<file path="config.mk">
export PLATFORM = sky130hd
export DESIGN_NAME = stuff_data_mux
export DESIGN_NICKNAME = d
export VERILOG_FILES = /design/src/rtl/stuff_data_mux.sv
export SDC_FILE = /design/constraint.sdc
export NUM_CORES = 1
export LEC_CHECK = 0
export ABC_CLOCK_PERIOD_IN_PS = 8250
export CAP_MARGIN = 20
export CORE_MARGIN = 1
export CORE_UTILIZATION = 52
export CTS_BUF_LIST = sky130_fd_sc_hd__clkbuf_2
export CTS_CLUSTER_SIZE = 12
export DETAILED_ROUTE_END_ITERATION = 12
export HOLD_SLACK_MARGIN = 0.03
export PLACE_DENSITY = 0.7
export SYNTH_ARGS = -nofsm -noshare
export SYNTH_HDL_FRONTEND = slang
export SYNTH_SLANG_ARGS = --single-unit
</file>
<file path="constraint.sdc">
create_clock -name clk -period 8.25 [get_ports clk]
set_clock_uncertainty 0.15 [all_clocks]
set_input_delay 1.65 -clock clk [delete_from_list [all_inputs] [get_ports clk]]
set_output_delay 1.65 -clock clk [all_outputs]
set_load 0.01 [all_outputs]
</file>
<file path="src/rtl/stuff_data_mux.sv">
// Stuff/data output multiplexer.
// Buffers payload words in a small FIFO and, for every slot announced by the
// upstream decision stage, emits either the next payload word (data slot) or
// STUFF_WORD (stuff slot). It also marks frame starts, reports underflow and
// slots seen before any sof, and counts the data words in each frame.
module stuff_data_mux #(
  parameter int                MPT_W      = 8,
  parameter int                DATA_W     = 8,
  parameter int                FIFO_DEPTH = 16,
  parameter logic [DATA_W-1:0] STUFF_WORD = '0
) (
  input  logic              clk,
  input  logic              rst,
  input  logic              sof_in,
  input  logic              valid_in,
  input  logic              ds,
  input  logic [DATA_W-1:0] din,
  input  logic              din_valid,
  output logic              din_ready,
  output logic [DATA_W-1:0] dout,
  output logic              dout_valid,
  output logic              dout_sof,
  output logic              dout_is_data,
  output logic              err_underflow,
  output logic              err_nosof,
  output logic [MPT_W-1:0]  frame_data_cnt
);

  localparam int AW = $clog2(FIFO_DEPTH);
  localparam int CW = AW + 1;
  localparam logic [CW-1:0] DEPTH_C = CW'(FIFO_DEPTH);

  typedef enum logic {
    IDLE = 1'b0,
    RUN  = 1'b1
  } state_t;

  state_t state, state_nxt;

  // FIFO storage and bookkeeping
  logic [DATA_W-1:0] mem [FIFO_DEPTH];
  logic [AW-1:0]     wr_ptr, rd_ptr;
  logic [CW-1:0]     count;
  logic              full, empty;
  logic              wr_en, rd_en;

  // Slot decode
  logic slot_take;
  logic slot_uf;
  logic slot_nosof;

  // Output-stage registers
  logic [DATA_W-1:0] dout_p1;
  logic              vld_p1;
  logic              sof_p1;
  logic              is_data_p1;
  logic              uf_p1;
  logic              nosof_p1;
  logic [MPT_W-1:0]  frame_cnt_p1;
  logic [MPT_W-1:0]  run_cnt;

  // Pointers advance modulo the power-of-two depth by natural wrap.
  function automatic logic [AW-1:0] ptr_inc(input logic [AW-1:0] p);
    return p + 1'b1;
  endfunction

  assign full      = (count == DEPTH_C);
  assign empty     = (count == '0);
  assign din_ready = ~full;
  assign wr_en     = din_valid & ~full;

  // Next-state and slot decode; sof takes priority over a slot in the same cycle.
  always_comb begin
    state_nxt  = state;
    slot_take  = 1'b0;
    slot_uf    = 1'b0;
    slot_nosof = 1'b0;
    rd_en      = 1'b0;
    if (sof_in) begin
      state_nxt = RUN;
    end
    if (state == IDLE) begin
      slot_nosof = valid_in;
    end else if (valid_in && !sof_in) begin
      slot_take = 1'b1;
      rd_en     = ds & ~empty;
      slot_uf   = ds & empty;
    end
  end

  // State register
  always_ff @(posedge clk or posedge rst) begin
    if (rst) begin
      state <= IDLE;
    end else begin
      state <= state_nxt;
    end
  end

  // Payload storage; contents need no reset since pointers define validity.
  always_ff @(posedge clk) begin
    if (wr_en) begin
      mem[wr_ptr] <= din;
    end
  end

  // FIFO pointers and occupancy; a simultaneous read and write leaves count unchanged.
  always_ff @(posedge clk or posedge rst) begin
    if (rst) begin
      wr_ptr <= '0;
      rd_ptr <= '0;
      count  <= '0;
    end else begin
      if (wr_en) begin
        wr_ptr <= ptr_inc(wr_ptr);
      end
      if (rd_en) begin
        rd_ptr <= ptr_inc(rd_ptr);
      end
      if (wr_en && !rd_en) begin
        count <= count + 1'b1;
      end else if (rd_en && !wr_en) begin
        count <= count - 1'b1;
      end
    end
  end

  // ---- stage p1: registered slot output, one cycle after the slot strobe ----
  // Output word register; holds its value on cycles without a slot.
  always_ff @(posedge clk or posedge rst) begin
    if (rst) begin
      dout_p1    <= '0;
      is_data_p1 <= 1'b0;
    end else if (slot_take) begin
      dout_p1    <= rd_en ? mem[rd_ptr] : STUFF_WORD;
      is_data_p1 <= rd_en;
    end
  end

  // Strobes and error pulses, each valid for exactly one cycle.
  always_ff @(posedge clk or posedge rst) begin
    if (rst) begin
      vld_p1   <= 1'b0;
      sof_p1   <= 1'b0;
      uf_p1    <= 1'b0;
      nosof_p1 <= 1'b0;
    end else begin
      vld_p1   <= slot_take;
      sof_p1   <= sof_in;
      uf_p1    <= slot_uf;
      nosof_p1 <= slot_nosof;
    end
  end

  // Per-frame data-word counter; latched into the report on each sof while running.
  always_ff @(posedge clk or posedge rst) begin
    if (rst) begin
      run_cnt      <= '0;
      frame_cnt_p1 <= '0;
    end else if (sof_in) begin
      if (state == RUN) begin
        frame_cnt_p1 <= run_cnt;
      end
      run_cnt <= '0;
    end else if (rd_en) begin
      run_cnt <= run_cnt + 1'b1;
    end
  end

  assign dout           = dout_p1;
  assign dout_valid     = vld_p1;
  assign dout_sof       = sof_p1;
  assign dout_is_data   = is_data_p1;
  assign err_underflow  = uf_p1;
  assign err_nosof      = nosof_p1;
  assign frame_data_cnt = frame_cnt_p1;

endmodule

</file>
==> results.tsv <==
metric	value	unit
endpoints failing setup	0	
flops & latches, synth	171	
Synth Instances	374	
crit path buf inv count	3	
Routed Antenna Nets	0	
Flop pwr share	0.551	
detailed-route wire length	12300	um
Critical Path RT	8750	ps
Placed Cells	569	
multiplexer share of the synthesized area	0.147	
GP Congestion	0.757	
Synth Cell Area	6800	um^2
max-cap violations	0	
Clock Sinks	171	
Pre-antenna DRT Iters	4	
full die area	13500	um^2
Tot GR Track Use	0.207	
Clock Latency Late Sink	740	ps
Syn Nets	399	
crit path cell chain	clkdlybuf4s50_1 > and4b_1 > o21a_1 > inv_4 > ha_1 > inv_1 > ha_1 > a21o_1 > a21oi_1 > mux2i_1 > xnor2_1	
DR WL met2	6270	um
GRT overflow	0	
post-synthesis area per instance	18.2	um^2
CP delay by family, top	buffers and inverters	
Compound-Gate Fraction of Synth Area	0.0265	
# hold bufs at CTS	0	
RSZ-0062 raised after global routing	no	
net load switching power	645	uW
CTS tree	yes	
first-pass GRT wire length	19500	um
Cell Rows	41	
Sw Share	0.310	
setup TNS	0	ps
Synth-to-Final Area Change	11.1	%
PwrDens	276	nW/um^2
arrival time of the worst setup path	4560	ps
crit path launch type	input pin	
Critical Path Fanout Max	13	
CTS clk-pin slew, worst paths	230	ps
met1 WL	5080	um
Final period util	0.492	
Root Driver	clkbuf_2	
core area	12700	um^2
register area share after synthesis	0.724	
starting density of the core	0.536	
DRC	0	
largest net degree at the start of global routing	44	
H-tree Lvls	4	
hpwl dp	7750	um
crit-path most repeated cell	ha_1	
layout cells sized above 1	0.188	
Hold Worst Slack	364	ps
Post-Synth Simple-Gate Area	0.0490	
Final #Nets	442	
Crit. End Element	register	
vias	3467	
critical path's largest stage delay	630	ps
Layout Cells excl Fill	602	
LEAKAGE	0.00264	uW
Hold Fails Final Rpt	0	
Max Buffers Root-to-Sink	2	
Final min period	4060	ps
routed wl met3	753	um
XOR/XNOR share of the synthesized area	0.0168	
HP Class	reg -> reg	
Die X-Extent	116	um
Ports	36	
part of the power in the clock network	0.180	
initial DRC count	243	
CP max-delay cell	clkdlybuf4s50_1	
Least-Margin Pin Slew	929	ps
Routed WL per cell	20.4	um
Via density	5.76	
FMAX	246	MHz
uppermost layer routed	met4	
CTS buffer count	17	
P_int	1440	uW
initial antenna violation count	0	
Die H	116	um
status	finished, final reports clean	
setup bufs post-CTS	0	
critical path class	in -> reg	
Synth Warn #	0	
largest family of logic cells by synthesized area	multiplexers	
VDD IR-drop max	0.133	mV
Max Slew Vio Count	0	
number of global-route vias before repair	3476	
port bufs	35	
combinational power share	0.269	
PostCTS Resize Cnt	0	
n_diodes	0	
post-synthesis adder-cell area fraction	0.0214	
Netlist cell types	38	
Rel. slew slack	0.380	
## flip-flops by register name, summed over array words and instances (netlist names), 4 cells and up
register,count
frame_data_cnt,8
run_cnt,8
wr_ptr,4
count,5
dout,8
rd_ptr,4
mem,128
## synth_stat cells (all sizes together)
master   number  share of area
and2          1        0.00092
nand2        32          0.018
mux2          9          0.015
o2111ai       2         0.0026
a21o          2         0.0022
a21oi         5         0.0037
dfrtp        43           0.16
xor2          4         0.0052
nor2         18         0.0099
fa            1         0.0029
or4           3         0.0033
and4b         1         0.0015
ha           10          0.018
nor3          4         0.0029
nor2b         1        0.00092
o221ai        8          0.010
a21boi        1         0.0011
o21a          1         0.0011
nand2b        4         0.0037
nand4         3         0.0028
and4          1         0.0013
mux2i        18          0.027
mux4         32           0.11
nor4          1        0.00092
o211ai        1         0.0011
buf           9         0.0070
xnor2         9          0.012
or2           1        0.00092
clkbuf        8         0.0044
inv           6         0.0037
o31ai         2         0.0022
o21ai         3         0.0022
nand3b        1         0.0011
edfxtp      128           0.57
nor3b         1         0.0011
## metrics by stage
stage | utilization | setup WS (ps) | total power [uW] | cell area, um^2
2_1_floorplan | - | 4500 | 1530 | 6800
3_3_place_gp | 0.578 | 3520 | 1710 | 7320
3_5_place_dp | 0.578 | 3450 | 1720 | 7320
4_1_cts | 0.594 | 4230 | 2090 | 7520
5_1_grt | 0.596 | 4020 | 2200 | 7550
6_report | 0.596 | 4190 | 2080 | 7550
## power by group through the flow
stage	Combinational [uW]	Sequential [uW]	Clock, uW
2_1_floorplan	427	1110	0
3_3_place_gp	525	1180	0
3_5_place_dp	533	1190	0
4_1_cts	537	1170	386
5_1_grt	616	1170	418
6_report	560	1150	375
## cells by family (layout without fill, tap and decap cells)
logic type | after synthesis | in the layout
adders and majority gates | 11 | 11
AOI/OAI and AO/OA | 25 | 25
DFF | 171 | 171
and+or+nand+nor | 72 | 72
buffers and inverters | 23 | 79
xor gates and xnor gates | 13 | 13
muxes | 59 | 59
## cell usage in the layout (no fill, tap or decap), types with 4 or more instances in the layout
master,n
edfxtp_1,128
mux2_2,9
o221ai_1,8
xor2_1,4
nor2_1,18
nand2_1,32
ha_1,10
mux2i_1,18
nor3_1,4
clkdlybuf4s50_1,35
buf_4,5
a21oi_1,5
inv_1,4
xnor2_1,9
nand2b_1,4
mux4_2,32
clkbuf_2,18
dfrtp_1,41
clkinv_2,5
## metal layers
layer,up-vias,track usage
met2,119,0.338
met1,1783,0.274
met3,15,0.0462
met5,-,0
met4,0,0.0786
li1,1550,-
## cell type report
class / instances / area (um^2)
Fill cell: 979 / 5120
Sequential cell: 171 / 4920
Multi-Input combinational cell: 180 / 1770
Timing Repair Buffer: 41 / 415
Tap cell: 172 / 215
Clock inverter: 14 / 106
Clock buffer: 18 / 90.1
Inverter: 6 / 25.0
## final timing paths
| check | slack, ps | depth (start not counted) | end | from |
|---|---|---|---|---|
| min in group asynchronous | 1260 | 2 | dout[0] | rst |
| worst max-delay path | 4190 | 11 | count[4] | sof_in |
| worst max register to register | 4970 | 10 | count[4] | count[0] |
| worst min register to register | 360 | 1 | err_nosof | state |
| worst min-delay path | 360 | 1 | err_nosof | state |
| max in group asynchronous | 6060 | 2 | rd_ptr[3] | rst |
(Power assumes the default switching activity.)
